<file path="src/rtl/iref_sweep_pkg.sv">
// iref_sweep_pkg: shared types and constant helpers for the i_ref sweep controller.
// Latency: n/a (declarations only).
// Backpressure: n/a.
// Contents: sweep_state_t (controller FSM states), sat_max() (all-ones value of a width).
package iref_sweep_pkg;

  typedef enum logic [2:0] {
    IDLE    = 3'd0,
    SETTLE  = 3'd1,
    MEASURE = 3'd2,
    WAIT    = 3'd3,
    EVAL    = 3'd4,
    DONE    = 3'd5,
    FAIL    = 3'd6
  } sweep_state_t;

  // Largest unsigned value representable in w bits; used as the saturation
  // ceiling for i_ref and for the back-off operating point.
  function automatic logic [31:0] sat_max(input int w);
    if (w >= 32) begin
      return 32'hFFFF_FFFF;
    end
    return (32'd1 << w) - 32'd1;
  endfunction

endpackage

</file>
<file path="src/rtl/iref_sweep_ctrl_sweep_timer.sv">
// sweep_timer: loadable down-counter with a zero flag (settle delay and WAIT watchdog).
// Latency: load takes effect on the next clk edge; zero is combinational from the count.
// Backpressure: none; dec is ignored once the count reaches zero (no wrap).
// Ports: clk, rst (async, active-high), load/load_val (load wins over dec), dec, zero.
module sweep_timer #(
  parameter int CW = 8
) (
  input  logic          clk,
  input  logic          rst,
  input  logic          load,
  input  logic [CW-1:0] load_val,
  input  logic          dec,
  output logic          zero
);

  logic [CW-1:0] count;

  always_ff @(posedge clk or posedge rst) begin
    if (rst) begin
      count <= '0;
    end else if (load) begin
      count <= load_val;
    end else if (dec && (count != '0)) begin
      count <= count - 1'b1;
    end
  end

  assign zero = (count == '0);

endmodule

</file>
<file path="src/rtl/iref_sweep_ctrl.sv">
// iref_sweep_ctrl: steps the DAC bias i_ref down from full scale, measures Q at each point,
//   and picks an operating point BACKOFF_STEPS above the first point where Q jumps by > DELTA.
// Latency: SETTLE_CYCLES + 1 + (measurement time) + 1 cycles per sweep point.
// Backpressure: start ignored while busy; abort cancels from any state; meas_done only heard in WAIT.
// Ports: clk, rst (async, active-high), start, abort, meas_start/meas_done/q_measured
//   (measurement handshake), i_ref (DAC code), i_ref_opt (chosen point), busy/found/fail/timeout.
// Option: define IREF_TIMEOUT_EN to enable the WAIT watchdog (TIMEOUT_CYCLES); otherwise
//   WAIT waits indefinitely and timeout is tied low.
module iref_sweep_ctrl
  import iref_sweep_pkg::*;
#(
  parameter int WIDTH          = 10,
  parameter int DELTA          = 300,
  parameter int IREF_STEP      = 50,
  parameter int SETTLE_CYCLES  = 16,
  parameter int BACKOFF_STEPS  = 2,
  parameter int TIMEOUT_CYCLES = 1024
) (
  input  logic             clk,
  input  logic             rst,
  input  logic             start,
  input  logic             abort,
  output logic             meas_start,
  input  logic             meas_done,
  input  logic [WIDTH-1:0] q_measured,
  output logic [WIDTH-1:0] i_ref,
  output logic [WIDTH-1:0] i_ref_opt,
  output logic             busy,
  output logic             found,
  output logic             fail,
  output logic             timeout
);

  localparam logic [WIDTH-1:0] IMAX     = WIDTH'(sat_max(WIDTH));
  localparam logic [WIDTH-1:0] IREF_DEC = WIDTH'(IREF_STEP);
  localparam int               TMAX     = (SETTLE_CYCLES > TIMEOUT_CYCLES) ? SETTLE_CYCLES
                                                                           : TIMEOUT_CYCLES;
  localparam int               CW       = $clog2(TMAX + 1);
  // Timer is loaded with N-1 so the owning state lasts exactly N cycles.
  localparam logic [CW-1:0]    SETTLE_LOAD = CW'(SETTLE_CYCLES - 1);
  localparam logic [CW-1:0]    TMO_LOAD    = CW'(TIMEOUT_CYCLES - 1);
  localparam logic [31:0]      BACKOFF_AMT = 32'(BACKOFF_STEPS * IREF_STEP);

  sweep_state_t     state;
  sweep_state_t     next_state;
  logic [WIDTH-1:0] i_ref_q;
  logic [WIDTH-1:0] i_ref_opt_q;
  logic [WIDTH-1:0] curr_q;
  logic [WIDTH-1:0] last_q;
  logic             first_pt;

  logic             tmr_load;
  logic [CW-1:0]    tmr_load_val;
  logic             tmr_dec;
  logic             tmr_zero;

  // One extra bit keeps the difference honest: a Q drop yields a large value
  // here, but the curr_q > last_q term rejects it before it can count.
  logic [WIDTH:0]   q_rise;
  logic             unstable;
  logic             iref_low;
  logic [31:0]      backoff_sum;
  logic [WIDTH-1:0] opt_sat;

  assign q_rise      = {1'b0, curr_q} - {1'b0, last_q};
  assign unstable    = !first_pt && (curr_q > last_q) && (32'(q_rise) > 32'(DELTA));
  assign iref_low    = 32'(i_ref_q) < 32'(IREF_STEP);
  // Sum formed in 32 bits so the back-off cannot wrap before saturation.
  assign backoff_sum = 32'(i_ref_q) + BACKOFF_AMT;
  assign opt_sat     = (backoff_sum > 32'(IMAX)) ? IMAX : backoff_sum[WIDTH-1:0];

  sweep_timer #(.CW(CW)) u_timer (
    .clk      (clk),
    .rst      (rst),
    .load     (tmr_load),
    .load_val (tmr_load_val),
    .dec      (tmr_dec),
    .zero     (tmr_zero)
  );

  // State register
  always_ff @(posedge clk or posedge rst) begin
    if (rst) begin
      state <= IDLE;
    end else begin
      state <= next_state;
    end
  end

  // Next-state logic; abort outranks every other input.
  always_comb begin
    next_state = state;
    if (abort) begin
      next_state = IDLE;
    end else begin
      case (state)
        IDLE, DONE, FAIL: if (start) next_state = SETTLE;
        SETTLE:           if (tmr_zero) next_state = MEASURE;
        MEASURE:          next_state = WAIT;
        WAIT: begin
          if (meas_done) begin
            next_state = EVAL;
          end
`ifdef IREF_TIMEOUT_EN
          else if (tmr_zero) begin
            next_state = FAIL;
          end
`endif
        end
        EVAL: begin
          if (unstable) begin
            next_state = DONE;
          end else if (iref_low) begin
            next_state = FAIL;
          end else begin
            next_state = SETTLE;
          end
        end
        default: next_state = IDLE;
      endcase
    end
  end

  // Output and timer-control decode
  always_comb begin
    meas_start   = (state == MEASURE);
    busy         = (state == SETTLE) || (state == MEASURE) || (state == WAIT) || (state == EVAL);
    found        = (state == DONE);
    fail         = (state == FAIL);
    // Settle count loads on every entry to SETTLE; the watchdog loads while
    // MEASURE so it is armed on the first WAIT cycle.
    tmr_load     = ((next_state == SETTLE) && (state != SETTLE)) || (state == MEASURE);
    tmr_load_val = (state == MEASURE) ? TMO_LOAD : SETTLE_LOAD;
    tmr_dec      = (state == SETTLE) || (state == WAIT);
  end

  // Sweep datapath
  always_ff @(posedge clk or posedge rst) begin
    if (rst) begin
      i_ref_q     <= IMAX;
      i_ref_opt_q <= '0;
      curr_q      <= '0;
      last_q      <= '0;
      first_pt    <= 1'b0;
    end else if (abort) begin
      i_ref_q     <= IMAX;
      i_ref_opt_q <= '0;
      curr_q      <= '0;
      last_q      <= '0;
      first_pt    <= 1'b0;
    end else begin
      case (state)
        IDLE, DONE, FAIL: begin
          if (start) begin
            i_ref_q  <= IMAX;
            first_pt <= 1'b1;
          end
        end
        WAIT: begin
          if (meas_done) begin
            last_q <= curr_q;
            curr_q <= q_measured;
          end
        end
        EVAL: begin
          if (unstable) begin
            i_ref_opt_q <= opt_sat;
          end else if (!iref_low) begin
            i_ref_q  <= i_ref_q - IREF_DEC;
            first_pt <= 1'b0;
          end
        end
        default: begin
        end
      endcase
    end
  end

  assign i_ref     = i_ref_q;
  assign i_ref_opt = i_ref_opt_q;

`ifdef IREF_TIMEOUT_EN
  logic timeout_q;

  always_ff @(posedge clk or posedge rst) begin
    if (rst) begin
      timeout_q <= 1'b0;
    end else if (abort) begin
      timeout_q <= 1'b0;
    end else if (((state == IDLE) || (state == DONE) || (state == FAIL)) && start) begin
      timeout_q <= 1'b0;
    end else if ((state == WAIT) && !meas_done && tmr_zero) begin
      timeout_q <= 1'b1;
    end
  end

  assign timeout = timeout_q;
`else
  assign timeout = 1'b0;
`endif

endmodule

</file>
<file path="config.mk">
export PLATFORM = sky130hd
export DESIGN_NAME = iref_sweep_ctrl
export DESIGN_NICKNAME = d
export VERILOG_FILES = /design/src/rtl/iref_sweep_pkg.sv /design/src/rtl/iref_sweep_ctrl_sweep_timer.sv /design/src/rtl/iref_sweep_ctrl.sv
export SDC_FILE = /design/constraint.sdc
export NUM_CORES = 1
export LEC_CHECK = 0
export CORE_MARGIN = 8
export CORE_UTILIZATION = 61
export DETAILED_ROUTE_END_ITERATION = 10
export HOLD_SLACK_MARGIN = 0.12
export PLACE_DENSITY = 0.95
export SETUP_SLACK_MARGIN = 0.15
export SLEW_MARGIN = 15
export SYNTH_ARGS = -nofsm -noshare
export SYNTH_HDL_FRONTEND = slang
export SYNTH_SLANG_ARGS = --single-unit
</file>
<file path="constraint.sdc">
create_clock -name clk -period 5.2 [get_ports clk]
set_clock_uncertainty 0.2 [all_clocks]
set_input_delay 0.78 -clock clk [delete_from_list [all_inputs] [get_ports clk]]
set_output_delay 0.78 -clock clk [all_outputs]
set_load 0.03 [all_outputs]
</file>
=== Word-level counts from Yosys, hierarchy flattened ===
Index checks and enable logic that the tools add are counted.

* Word-level logic and storage cells: 79
* Input port bits: 15
* Output and inout port bits: 25
* Bits in registers: 55

* Eq/ne operators: 11
* Magnitude comparators: 4
* Reduce and logical (&&, ||, !) cells: 23
* Multiplexer cells: 30
* $add $sub $neg: 4

{| class="wikitable"
|+ Operator list
! kind !! count
|-
| 10-bit two-way mux || 15
|-
| 11-bit two-way mux || 2
|-
| 10-bit one-hot mux with 2 select lines || 1
|-
| 3-bit two-way mux || 6
|-
| 3-bit one-hot mux with 5 select lines || 1
|-
| 10-bit by 7-bit adder with 11-bit output (second input constant) || 1
|-
| 11-bit by 10-bit greater-than comparator with 1-bit output (second input constant) || 1
|-
| 11-bit by 9-bit greater-than comparator with 1-bit output (second input constant) || 1
|-
| 11-bit zero test || 1
|-
| 11-bit nonzero test || 1
|-
| 10-bit by 10-bit subtractor with 11-bit output || 1
|-
| 11-bit by 1-bit subtractor with 11-bit output (second input constant) || 1
|-
| 10-bit greater-than comparator || 1
|-
| 10-bit by 6-bit less-than comparator with 1-bit output (second input constant) || 1
|-
| 2-bit nonzero test || 5
|-
| 10-bit by 6-bit subtractor with 10-bit output (second input constant) || 1
|-
| 3-bit equality test (second input constant) || 3
|-
| 3-bit != test (second input constant) || 3
|-
| 3-bit by 1-bit equality test with 1-bit output (second input constant) || 2
|-
| 3-bit by 2-bit equality test with 1-bit output (second input constant) || 2
|-
| 1-bit logical OR || 5
|-
| 1-bit logical AND || 4
|-
| 1-bit two-way mux || 4
|-
| 2-bit AND reduction || 2
|-
| other kinds (7) || 7
|}

=== Longest topological paths before layout ===
Gate-level depths: netlist of run 1.

* Word-level depth: 10
* Depth in mapped cells: 13

=== Modules after synthesis ===
From an unflattened synthesis of run 1, not the netlist that was laid out.

* Cell total of the unflattened synthesis: 446
* Area total of the unflattened synthesis: 3,798.6 µm²

{| class="wikitable"
|+ By module, submodules not included
! module !! area an instance (µm²) !! cells an instance !! instances
|-
| iref_sweep_ctrl || 3,106.7 || 367 || 1
|-
| sweep_timer || 691.9 || 79 || 1
|}

=== Worst setup path before layout of run 1 ===
No wires, ideal clock.

* Path kind: register to register
* From: register curr_q[0]
* To: register u_timer.count[2]
* Path slack: 1,933 ps
* Stages on the path, launching flop included: 14
* Data arrival time: 2,936 ps
* Required time: 4,869 ps
* Path buffers: 1
* Cells stage by stage: dfrtp_1 > inv_1 > ha_1 > inv_1 > fa_1 > a21o_1 > a221o_1 > a21oi_1 > o221ai_1 > a21boi_1 > a2111oi_4 > or2_1 > buf_6 > or3_1

* Word-level cells in the longest chain between the ends: 10

{| class="wikitable"
|+ RTL lines
! element !! RTL line !! RTL
|-
| start: declaration || iref_sweep_ctrl.sv:48 || <nowiki>logic [WIDTH-1:0] curr_q;</nowiki>
|-
| start signal: assignment || iref_sweep_ctrl.sv:162 || <nowiki>curr_q <= q_measured;</nowiki>
|-
| 10-bit by 10-bit subtractor with 11-bit output or 10-bit greater-than comparator (tied branches) || iref_sweep_ctrl.sv:65, iref_sweep_ctrl.sv:66 ||
|-
| 11-bit by 9-bit greater-than comparator with 1-bit output or 1-bit logical AND (tied branches) || iref_sweep_ctrl.sv:66 || <nowiki>assign unstable = !first_pt && (curr_q > last_q) && (32'(q_rise) > 32'(DELTA));</nowiki>
|-
| 1-bit logical AND * || iref_sweep_ctrl.sv:66 ||
|-
| 3-bit two-way mux * || iref_sweep_ctrl.sv:111 || <nowiki>if (unstable) begin</nowiki>
|-
| 3-bit one-hot mux with 5 select lines * || iref_sweep_ctrl.sv:96 || <nowiki>case (state)</nowiki>
|-
| 3-bit two-way mux * || iref_sweep_ctrl.sv:93 || <nowiki>if (abort) begin</nowiki>
|-
| 3-bit by 1-bit equality test with 1-bit output * || iref_sweep_ctrl.sv:132 || <nowiki>tmr_load = ((next_state == SETTLE) && (state != SETTLE)) || (state == MEASURE);</nowiki>
|-
| 1-bit logical AND * || iref_sweep_ctrl.sv:132 ||
|-
| 1-bit logical OR * || iref_sweep_ctrl.sv:132 ||
|-
| 11-bit two-way mux or 2-bit nonzero test (tied branches) || n/a ||
|-
| end signal: assignment || iref_sweep_ctrl_sweep_timer.sv:22 || <nowiki>count <= load_val;</nowiki>
|-
| end signal: assignment || iref_sweep_ctrl_sweep_timer.sv:24 || <nowiki>count <= count - 1'b1;</nowiki>
|-
| end: declaration || iref_sweep_ctrl_sweep_timer.sv:16 || <nowiki>logic [CW-1:0] count;</nowiki>
|}

Every way passes the cells marked *; elsewhere a longest branch is shown, timed or not.
A chain may end at the register's enable or synchronous reset.

=== Worst setup path after layout of run 1 ===
* From: register curr_q[0]
* To: register i_ref_opt_q[4] (netlist: i_ref_opt[4])

* Word-level cells in the longest chain between the ends: 5

{| class="wikitable"
|+ RTL lines
! element !! RTL line !! RTL
|-
| 10-bit by 10-bit subtractor with 11-bit output or 10-bit greater-than comparator (tied branches) || iref_sweep_ctrl.sv:65, iref_sweep_ctrl.sv:66 ||
|-
| 11-bit by 9-bit greater-than comparator with 1-bit output or 1-bit logical AND (tied branches) || iref_sweep_ctrl.sv:66 ||
|-
| 1-bit logical AND * || iref_sweep_ctrl.sv:66 ||
|-
| 2-bit nonzero test (no source line) * || n/a ||
|-
| 2-bit AND reduction (no source line) * || n/a ||
|-
| end signal: assignment || iref_sweep_ctrl.sv:167 || <nowiki>i_ref_opt_q <= opt_sat;</nowiki>
|-
| end: declaration || iref_sweep_ctrl.sv:47 || <nowiki>logic [WIDTH-1:0] i_ref_opt_q;</nowiki>
|}

Marked as above.

==> flow_summary.json, run 1 <==
{
  "status": "finished, final reports clean",
  "hp-class": "flip-flop to flip-flop",
  "synthCells": 425,
  "met3_usage_pct": 2.75,
  "max_slew_margin_pct": 27.0,
  "synth_warnings": 0,
  "routed_wl_microns": 8390,
  "nNetsFinal": 486,
  "leakagePower_nw": 1.66,
  "fillers": 478,
  "die_h_microns": 92.7,
  "p_switching_mw": 0.218,
  "clk_pin_slew_ns": 0.10,
  "grt_max_degree": 56,
  "async_flop_share_pct": 100,
  "grt_pass1_vias": 3313,
  "synth.most_common_cell": "nand2_1",
  "cts_tree": "done",
  "clk_latency_ns": 0.31,
  "synth_area_sq_mm": 0.00359,
  "yosys-top-cells-area": "dfrtp_1, dfstp_2, nand2_1",
  "placementRows": 28,
  "holdPathEnd": "u_timer.count[9]",
  "min-delay-start": "u_timer.count[9]",
  "dr.first_iter.drc_count": 214,
  "r2r_end": "i_ref_opt[4]",
  "critical_path_required_ns": 5.21,
  "dp.cells": 521,
  "vias": 3264,
  "postCtsSetupRepairBufs": 0,
  "peakVddDrop_v": 0.000213,
  "yosysTopAreaCell": "dfrtp_1",
  "first_pass_iters": 5,
  "fmax_ghz": 0.255,
  "period_needed_ns": 3.93,
  "synth_edf_count": 0,
  "layout-drive-gt1-share_pct": 7.93,
  "powerDensity_mw_per_mm2": 207,
  "track_usage_pct": 20.5,
  "r2r_cells": 12,
  "ctsResizeCount": 0,
  "pwr-share-clk_pct": 30.7,
  "rsz0062_at_grt": "false",
  "synth_seq_cells": 55,
  "finalNonFillerCells": 529,
  "worstSetupPathType": "flip-flop to flip-flop",
  "post-route-period-util_pct": 75.5,
  "tightest_slew_ns": 1.09,
  "avgSynthCellArea_sq_um": 8.44,
  "wl_per_cell_microns": 15.9,
  "grt_pass1_wl_microns": 14900,
  "hold_depth": 1,
  "drv_cap": 0,
  "cts.path.max_buffers": 2,
  "r2r_slack_ns": 1.27,
  "worstPathMaxFanout": 13,
  "finalSetupViolCount": 0,
  "synthTopCellsByCount": "nand2_1, a21oi_1, dfrtp_1",
  "areaGrowthSynthToFinish_pct": 13.5,
  "busiest_layer": "met2",
  "synth_top_cell_area_share_pct": 31.4,
  "grt_overflow": 0,
  "hold_viol_final": 0,
  "ys_dominant_reg_cell": "dfrtp_1",
  "die_area_sq_mm": 0.00859,
  "p_int_mw": 0.623,
  "rr_startpoint": "curr_q[0]",
  "startpoint_type": "flip-flop",
  "core_sq_mm": 0.00582,
  "worstPathArrival_ns": 3.94,
  "yosysSeqAreaShare_pct": 38.7,
  "cts_root_buf": "clkbuf_8",
  "p_sw_share_pct": 25.9,
  "via_per_inst": 6.17,
  "comb_power_share_pct": 12.6,
  "die_w_microns": 92.7,
  "crit_path_start": "curr_q[0]",
  "seq_power_share_pct": 56.7,
  "gp_congestion": 0.922,
  "drcViolationCount": 0,
  "synth_nets": 458,
  "ys_types": 68,
  "tns_ns": 0,
  "end_kind": "flip-flop",
  "initial_core_util_pct": 61.7,
  "cts_buffers": 5,
  "num_antenna_cells": 0,
  "use_met1_pct": 23.5,
  "antenna_found_initial": 0,
  "io-pin-count": 40,
  "ant_nets": 0,
  "cts_hold_buf": 0,
  "grt_util_met2_pct": 38.0,
  "hpwl_microns": 6070,
  "cts-htree-levels": 2,
  "clock-sinks": 55,
  "slew_viol_final": 0,
  "place.port_buffers": 38
}
==> power groups by stage <==
stage	sequential (mW)	clock [mW]	combinational (mW)
3_3_place_gp	0.482	0	0.0991
6_report	0.477	0.258	0.106
4_1_cts	0.476	0.264	0.107
2_1_floorplan	0.477	0	0.0806
3_5_place_dp	0.483	0	0.106
5_1_grt	0.481	0.278	0.120
==> cell families after synthesis <==
| family | after synthesis | synth area share [%] |
|---|---|---|
| XOR/XNOR | 11 | 2.69 |
| adder cells (fa/ha/maj) | 18 | 6.49 |
| other | 1 | 0.105 |
| flip-flops | 55 | 38.7 |
| AO/OA/AOI/OAI | 123 | 23.0 |
| multiplexers | 3 | 0.837 |
| buffers and inverters | 46 | 5.75 |
| AND/OR/NAND/NOR | 168 | 22.5 |
==> state kept, by name (all words and copies together), names as in the netlist <==
name,flops
i_ref_opt,10
last_q,10
first_pt,1
curr_q,10
state,3
i_ref,10
u_timer.count,11
==> through the flow <==
step | util [%] | hold WS [ns] | power [mW] | worst slack, ns | area (sq um)
final | 70.0 | 0.298 | 0.841 | 1.27 | 4070
after global routing | 70.0 | 0.338 | 0.879 | 0.830 | 4070
after CTS | 70.0 | 0.297 | 0.847 | 1.31 | 4070
after detailed placement | 68.3 | 0.281 | 0.590 | 1.31 | 3970
after global placement | 68.3 | 0.271 | 0.581 | 1.54 | 3970
after floorplan | - | 0.250 | 0.558 | 1.93 | 3590
==> layout by cell type, fill, tap and decap left out, types with 2 or more instances in the layout <==
cell / count
a211oi_1: 6
a21boi_0: 2
a21o_1: 4
a21oi_1: 47
a221oi_1: 3
a22oi_1: 4
a311oi_1: 7
a31oi_1: 9
and2_1: 2
and2b_2: 2
and3_1: 3
buf_4: 2
clkbuf_8: 7
clkdlybuf4s50_1: 38
dfrtp_1: 45
dfstp_2: 10
ha_1: 17
inv_1: 26
mux2i_1: 3
nand2_1: 64
nand2b_1: 4
nand3_1: 9
nand4_1: 3
nor2_1: 35
nor2b_1: 2
nor3_1: 20
nor3b_1: 2
o2111ai_1: 2
o21a_1: 2
o21ai_0: 12
o21ba_2: 2
o21bai_1: 3
o22ai_1: 4
o31ai_1: 2
or2_2: 2
or3_1: 8
xnor2_1: 8
xor2_1: 3
==> how the worst max path moves through the flow <==
| stage | endpoint | slack [ns] | cells past startpoint |
|---|---|---|---|
| 2_1_floorplan | u_timer.count[2] | 1.93 | 13 |
| 3_3_place_gp | i_ref_opt[6] | 1.54 | 12 |
| 3_5_place_dp | i_ref_opt[4] | 1.31 | 12 |
| 4_1_cts | i_ref_opt[4] | 1.31 | 12 |
| 5_1_grt | i_ref_opt[4] | 0.83 | 12 |
| 6_report | i_ref_opt[4] | 1.27 | 12 |
==> critical path: stages, from the launching register on <==
cell       delay, ns
dfrtp_1         0.40
inv_1           0.06
ha_1            0.17
inv_1           0.06
fa_1            0.43
a21o_1          0.20
a221oi_1        0.37
xnor2_1         0.11
a31oi_1         0.16
o2111ai_1       0.27
a22oi_1         0.92
nor2_1          0.16
a221oi_1        0.32
==> routing by layer <==
metal / vias to the layer above / part of all wire, %
met3: 18 / 3.8
met4: 0 / 1.6
met1: 1588 / 41
li1: 1561 / -
met2: 97 / 54
met5: - / 0
==> final cells by class <==
class                      count  area [sq um]  area share, %
multi-input combinational    324          1990           48.9
tap                           75          93.8           2.30
clock buffer                   8           100           2.46
sequential                    55          1390           34.1
timing repair buffer          40           395           9.71
inverter                      27           101           2.49
(Power assumes the default switching activity.)
==> run 2, diff against run 1 <==
--- a/config.mk
+++ b/config.mk
@@ -6,10 +6,10 @@
 export NUM_CORES = 1
 export LEC_CHECK = 0
 export CORE_MARGIN = 8
-export CORE_UTILIZATION = 61
+export CORE_UTILIZATION = 51
 export DETAILED_ROUTE_END_ITERATION = 10
 export HOLD_SLACK_MARGIN = 0.12
-export PLACE_DENSITY = 0.95
+export PLACE_DENSITY = 0.88
 export SETUP_SLACK_MARGIN = 0.15
 export SLEW_MARGIN = 15
 export SYNTH_ARGS = -nofsm -noshare
==> constraint.sdc (replaced) <==
create_clock -name clk -period 3.6 [get_ports clk]
set_clock_uncertainty 0.2 [all_clocks]
set_input_delay 0.54 -clock clk [delete_from_list [all_inputs] [get_ports clk]]
set_output_delay 0.54 -clock clk [all_outputs]
set_load 0.03 [all_outputs]
==> run 2 against run 1 <==
Cell count up 6.0%. Die area rose by 16%. Maximum frequency grew 18%. Non-clock buffer count is 10 higher. Highest routed layer unchanged. Design area grew 3.3%. First-iteration DRC count decreased by 18%. Routed wire length grew 7.1%. Register-to-register slack lost 1.0 ns.
==> flow_summary.json, run 2 (synthesized netlist as in run 1, its figures left out) <==
{
  "holdPathEnd": "u_timer.count[9]",
  "rsz0062_at_grt": "false",
  "grt_max_degree": 51,
  "drv_cap": 0,
  "r2r_slack_ns": 0.28,
  "clk_latency_ns": 0.31,
  "placementRows": 30,
  "r2r_cells": 13,
  "core_sq_mm": 0.00679,
  "layout-drive-gt1-share_pct": 12.3,
  "die_area_sq_mm": 0.00998,
  "rr_startpoint": "curr_q[0]",
  "fin_total_pwr_mw": 1.21,
  "regMostFlops": "u_timer.count",
  "powerDensity_mw_per_mm2": 287,
  "cts_hold_buf": 0,
  "critical_path_required_ns": 3.60,
  "status": "finished, final reports clean",
  "first_pass_iters": 5,
  "initial_core_util_pct": 52.8,
  "dr.first_iter.drc_count": 176,
  "r2r_end": "u_timer.count[2]",
  "via_per_inst": 5.94,
  "hpwl_microns": 6300,
  "grt_overflow": 0,
  "leakagePower_nw": 1.71,
  "fillers": 587,
  "largest_register_ffs": 11,
  "hp-class": "flip-flop to flip-flop",
  "hold_viol_final": 0,
  "cts-htree-levels": 2,
  "die_h_microns": 99.9,
  "hold_depth": 1,
  "cts.path.max_buffers": 2,
  "grt_pass1_vias": 3321,
  "peakVddDrop_v": 0.000210,
  "track_usage_pct": 17.6,
  "min-delay-start": "u_timer.count[9]",
  "clock-sinks": 55,
  "startpoint_type": "flip-flop",
  "die_w_microns": 99.9,
  "io-pin-count": 40,
  "worstPathArrival_ns": 3.32,
  "cts_buffers": 5,
  "place.port_buffers": 38,
  "slew_viol_final": 0,
  "worstSetupPathType": "flip-flop to flip-flop",
  "final_cell_mix": "nand2_1, a21oi_1, dfrtp_1",
  "worstPathMaxFanout": 6,
  "max_slew_margin_pct": 41.2,
  "tns_ns": 0,
  "vias": 3332,
  "clk_pin_slew_ns": 0.11,
  "antenna_found_initial": 0,
  "wl_per_cell_microns": 16.0,
  "dp.cells": 545,
  "areaGrowthSynthToFinish_pct": 17.3,
  "routed_wl_microns": 8990,
  "fmax_ghz": 0.301,
  "gp_congestion": 0.909,
  "final_common_cell": "nand2_1",
  "drcViolationCount": 0,
  "num_antenna_cells": 0,
  "end_kind": "flip-flop",
  "grt_pass1_wl_microns": 14600,
  "ant_nets": 0,
  "post-route-period-util_pct": 92.4,
  "finalSetupViolCount": 0,
  "cts_root_buf": "clkbuf_8",
  "nNetsFinal": 497,
  "tightest_slew_ns": 0.881,
  "finalNonFillerCells": 561,
  "period_needed_ns": 3.32,
  "cts_tree": "done"
}
[run 2: cell types whose count changed in the layout (fill, tap and decap cells not counted), moves of 2 or more]
cell / delta
clkinv_4: +2
buf_4: +10
clkbuf_8: -2
a21oi_2: +2
a21oi_1: -2
[run 2: timing repair]
item | 4_1_cts | 5_1_grt
pin swaps | 0 | 5
gates resized for setup | 2 | 7
setup endpoints to repair | 12 | 33
setup buffers | 0 | 7
gates cloned | 0 | 1
[run 2: stage by stage]
stage               cell area [sq um]  setup slack [ns]  util (%)  hold WS (ns)
floorplan                        3590             0.333         -         0.250
global placement                 4020             0.182      59.2         0.278
detailed placement               4020            0.0837      59.2         0.304
CTS                              4120             0.176      60.7         0.323
global route                     4210             0.131      62.0         0.352
finish                           4210             0.275      62.0         0.322
[run 2: worst max path at each step]
stage	slack, ns	end	cells after the start	start
3_3_place_gp	0.18	u_timer.count[10]	12	curr_q[0]
5_1_grt	0.13	u_timer.count[2]	13	curr_q[0]
3_5_place_dp	0.08	u_timer.count[2]	12	curr_q[0]
4_1_cts	0.18	i_ref[2]	13	curr_q[0]
2_1_floorplan	0.33	u_timer.count[2]	13	curr_q[0]
6_report	0.28	u_timer.count[2]	13	curr_q[0]
[run 2: critical path: stages (launching register included)]
cell	delay, ns
dfrtp_1	0.39
inv_1	0.06
ha_2	0.18
inv_1	0.06
fa_2	0.36
a21o_1	0.19
a221o_1	0.33
a21oi_1	0.15
o221ai_1	0.15
a21boi_2	0.26
buf_4	0.17
a2111oi_4	0.04
or2_4	0.29
or3_1	0.38
[run 2: power by group]
| group | internal (mW) | switching, mW |
|---|---|---|
| clock | 0.140 | 0.219 |
| combinational | 0.0738 | 0.0836 |
| sequential | 0.653 | 0.0376 |
[run 2: layer usage]
| metal | global-route usage (%) | routed length, microns | vias up |
|---|---|---|---|
| met1 | 20.0 | 3840 | 1619 |
| li1 | - | - | 1590 |
| met5 | 0 | 0 | - |
| met3 | 2.91 | 366 | 26 |
| met2 | 31.1 | 4560 | 97 |
| met4 | 8.73 | 216 | 0 |
[run 2: layout make-up]
cell class	instances	area [sq um]	area share, %
multi-input combinational	325	2030	48.3
sequential	55	1390	33.0
timing repair buffer	50	470	11.2
tap	96	120	2.85
inverter	27	103	2.44
clock buffer	5	68.8	1.63
clock inverter	3	25.0	0.595
==> run 3, diff against run 2 <==
--- a/config.mk
+++ b/config.mk
@@ -11,7 +11,6 @@
 export HOLD_SLACK_MARGIN = 0.12
 export PLACE_DENSITY = 0.88
 export SETUP_SLACK_MARGIN = 0.15
-export SLEW_MARGIN = 15
 export SYNTH_ARGS = -nofsm -noshare
 export SYNTH_HDL_FRONTEND = slang
 export SYNTH_SLANG_ARGS = --single-unit
==> run 3 against run 2 <==
Non-clock buffer count is the same. Worst setup slack is the same. Sequential power is essentially flat. Combinational power is essentially flat. Count of clock-buffer cells in the layout is the same. Core utilization is essentially flat. Register-to-register slack is essentially flat. Critical endpoint unchanged.
==> flow_summary.json, run 3 (synthesized netlist as in run 1, its figures left out) <==
{
  "final_cell_mix": "nand2_1, a21oi_1, dfrtp_1",
  "final_common_cell": "nand2_1",
  "hp-class": "flip-flop to flip-flop",
  "worstPathMaxFanout": 6,
  "grt_pass1_wl_microns": 14600,
  "end_kind": "flip-flop",
  "dp.cells": 545,
  "gp_congestion": 0.909,
  "powerDensity_mw_per_mm2": 287,
  "crit_chain": "inv_1 > ha_2 > inv_1 > fa_2 > a21o_1 > a221o_1 > a21oi_1 > o221ai_1 > a21boi_2 > buf_4 > a2111oi_4 > or2_4 > or3_1",
  "tns_ns": 0,
  "antenna_found_initial": 0,
  "crit_path_start": "curr_q[0]",
  "cts_buffers": 5,
  "finalNonFillerCells": 561,
  "rsz0062_at_grt": "false",
  "crit_slowest_cell": "dfrtp_1",
  "die_area_sq_mm": 0.00998,
  "regArea_sq_mm": 0.00139,
  "layout-drive-gt1-share_pct": 12.3,
  "cts-htree-levels": 2,
  "areaGrowthSynthToFinish_pct": 17.3,
  "first_pass_iters": 5,
  "fillers": 585,
  "ant_nets": 0,
  "initial_core_util_pct": 52.8,
  "pre_cts_ws_ns": 0.0837,
  "r2r_cells": 13,
  "startpoint_type": "flip-flop",
  "wl_per_cell_microns": 16.0,
  "clock-sinks": 55,
  "hold_depth": 1,
  "peakVddDrop_v": 0.000210,
  "min-delay-start": "u_timer.count[9]",
  "num_antenna_cells": 0,
  "largest_register_ffs": 11,
  "worst_slack_ns": 0.275,
  "dr.first_iter.drc_count": 176,
  "slew_viol_final": 0,
  "worstSetupPathType": "flip-flop to flip-flop",
  "rr_startpoint": "curr_q[0]",
  "cts.path.max_buffers": 2,
  "clk_latency_ns": 0.31,
  "max_slew_margin_pct": 29.2,
  "core_sq_mm": 0.00679,
  "cts_root_buf": "clkbuf_8",
  "via_per_inst": 5.94,
  "clk_pin_slew_ns": 0.11,
  "leakagePower_nw": 1.71,
  "io-pin-count": 40,
  "routed_wl_microns": 8980,
  "grt_pass1_vias": 3321,
  "placementRows": 30,
  "regMostFlops": "u_timer.count",
  "drv_cap": 0,
  "drcViolationCount": 0,
  "place.port_buffers": 38,
  "grt_overflow": 0,
  "period_needed_ns": 3.32,
  "finalSetupViolCount": 0,
  "die_h_microns": 99.9,
  "slowest_delay_ns": 0.39,
  "post-route-period-util_pct": 92.4,
  "worstPathArrival_ns": 3.32,
  "vias": 3332,
  "grt_max_degree": 51,
  "hold_viol_final": 0,
  "tightest_slew_ns": 1.06,
  "die_w_microns": 99.9,
  "hpwl_microns": 6300,
  "whs_ns": 0.322,
  "cp_common_cell": "inv_1",
  "cts_tree": "done",
  "status": "finished, final reports clean",
  "nNetsFinal": 497,
  "multiInputGateArea_sq_mm": 0.00203,
  "track_usage_pct": 17.6,
  "fmax_ghz": 0.301,
  "critical_path_required_ns": 3.60
}
[run 3: cell types whose count changed in the layout (fill, tap and decap cells not counted)]
cell,before,now
clkinv_2,1,0
inv_2,0,1
[run 3: final timing paths]
path / to / slack, ns
setup / recovery: u_timer.count[2] / 0.28
hold / removal: u_timer.count[9] / 0.32
setup reg to reg: u_timer.count[2] / 0.28
hold reg to reg: u_timer.count[9] / 0.32
max in group asynchronous: i_ref[6] / 1.82
min in group asynchronous: u_timer.count[8] / 0.60
[run 3: critical path, delay by kind of cell (launching register included)]
| kind | cells | cell delay, ns |
|---|---|---|
| fa+ha+maj | 2 | 0.54 |
| buf+inv | 3 | 0.29 |
| simple gates | 2 | 0.67 |
| compound gates | 6 | 1.12 |
| flops | 1 | 0.39 |
[run 3: power breakdown]
part	internal, mW	switching (mW)
combinational	0.0737	0.0835
sequential	0.653	0.0376
clock	0.140	0.219
[run 3: repair_timing]
| action | 4_1_cts | 5_1_grt |
|---|---|---|
| buffers inserted | 0 | 7 |
| hold buffers | 0 | 0 |
| cloned | 0 | 1 |
| setup endpoints to repair | 12 | 33 |
| pin swaps | 0 | 5 |
| gates resized for setup | 2 | 7 |
[run 3: layout make-up]
type,count,share of cell area (%)
Sequential cell,55,33.0
Multi-Input combinational cell,325,48.3
Clock inverter,3,0.595
Timing Repair Buffer,50,11.2
Tap cell,96,2.85
Clock buffer,5,1.64
Inverter,27,2.41
[run 3: per-layer routing]
layer  global-route usage, %  part of all wire, %  vias to the layer above
met5                       0                    0                        -
met4                    8.73                  2.4                        0
met3                    2.91                  4.1                       26
met2                    31.1                   51                       97
met1                    20.0                   43                     1619
li1                        -                    -                     1590
[run 3: per-stage QoR]
step,util (%),power (mW),area [sq um]
after floorplan,-,0.806,3590
after global placement,59.2,0.843,4020
after detailed placement,59.2,0.854,4020
after CTS,60.7,1.21,4120
after global routing,61.9,1.25,4210
final,61.9,1.21,4210
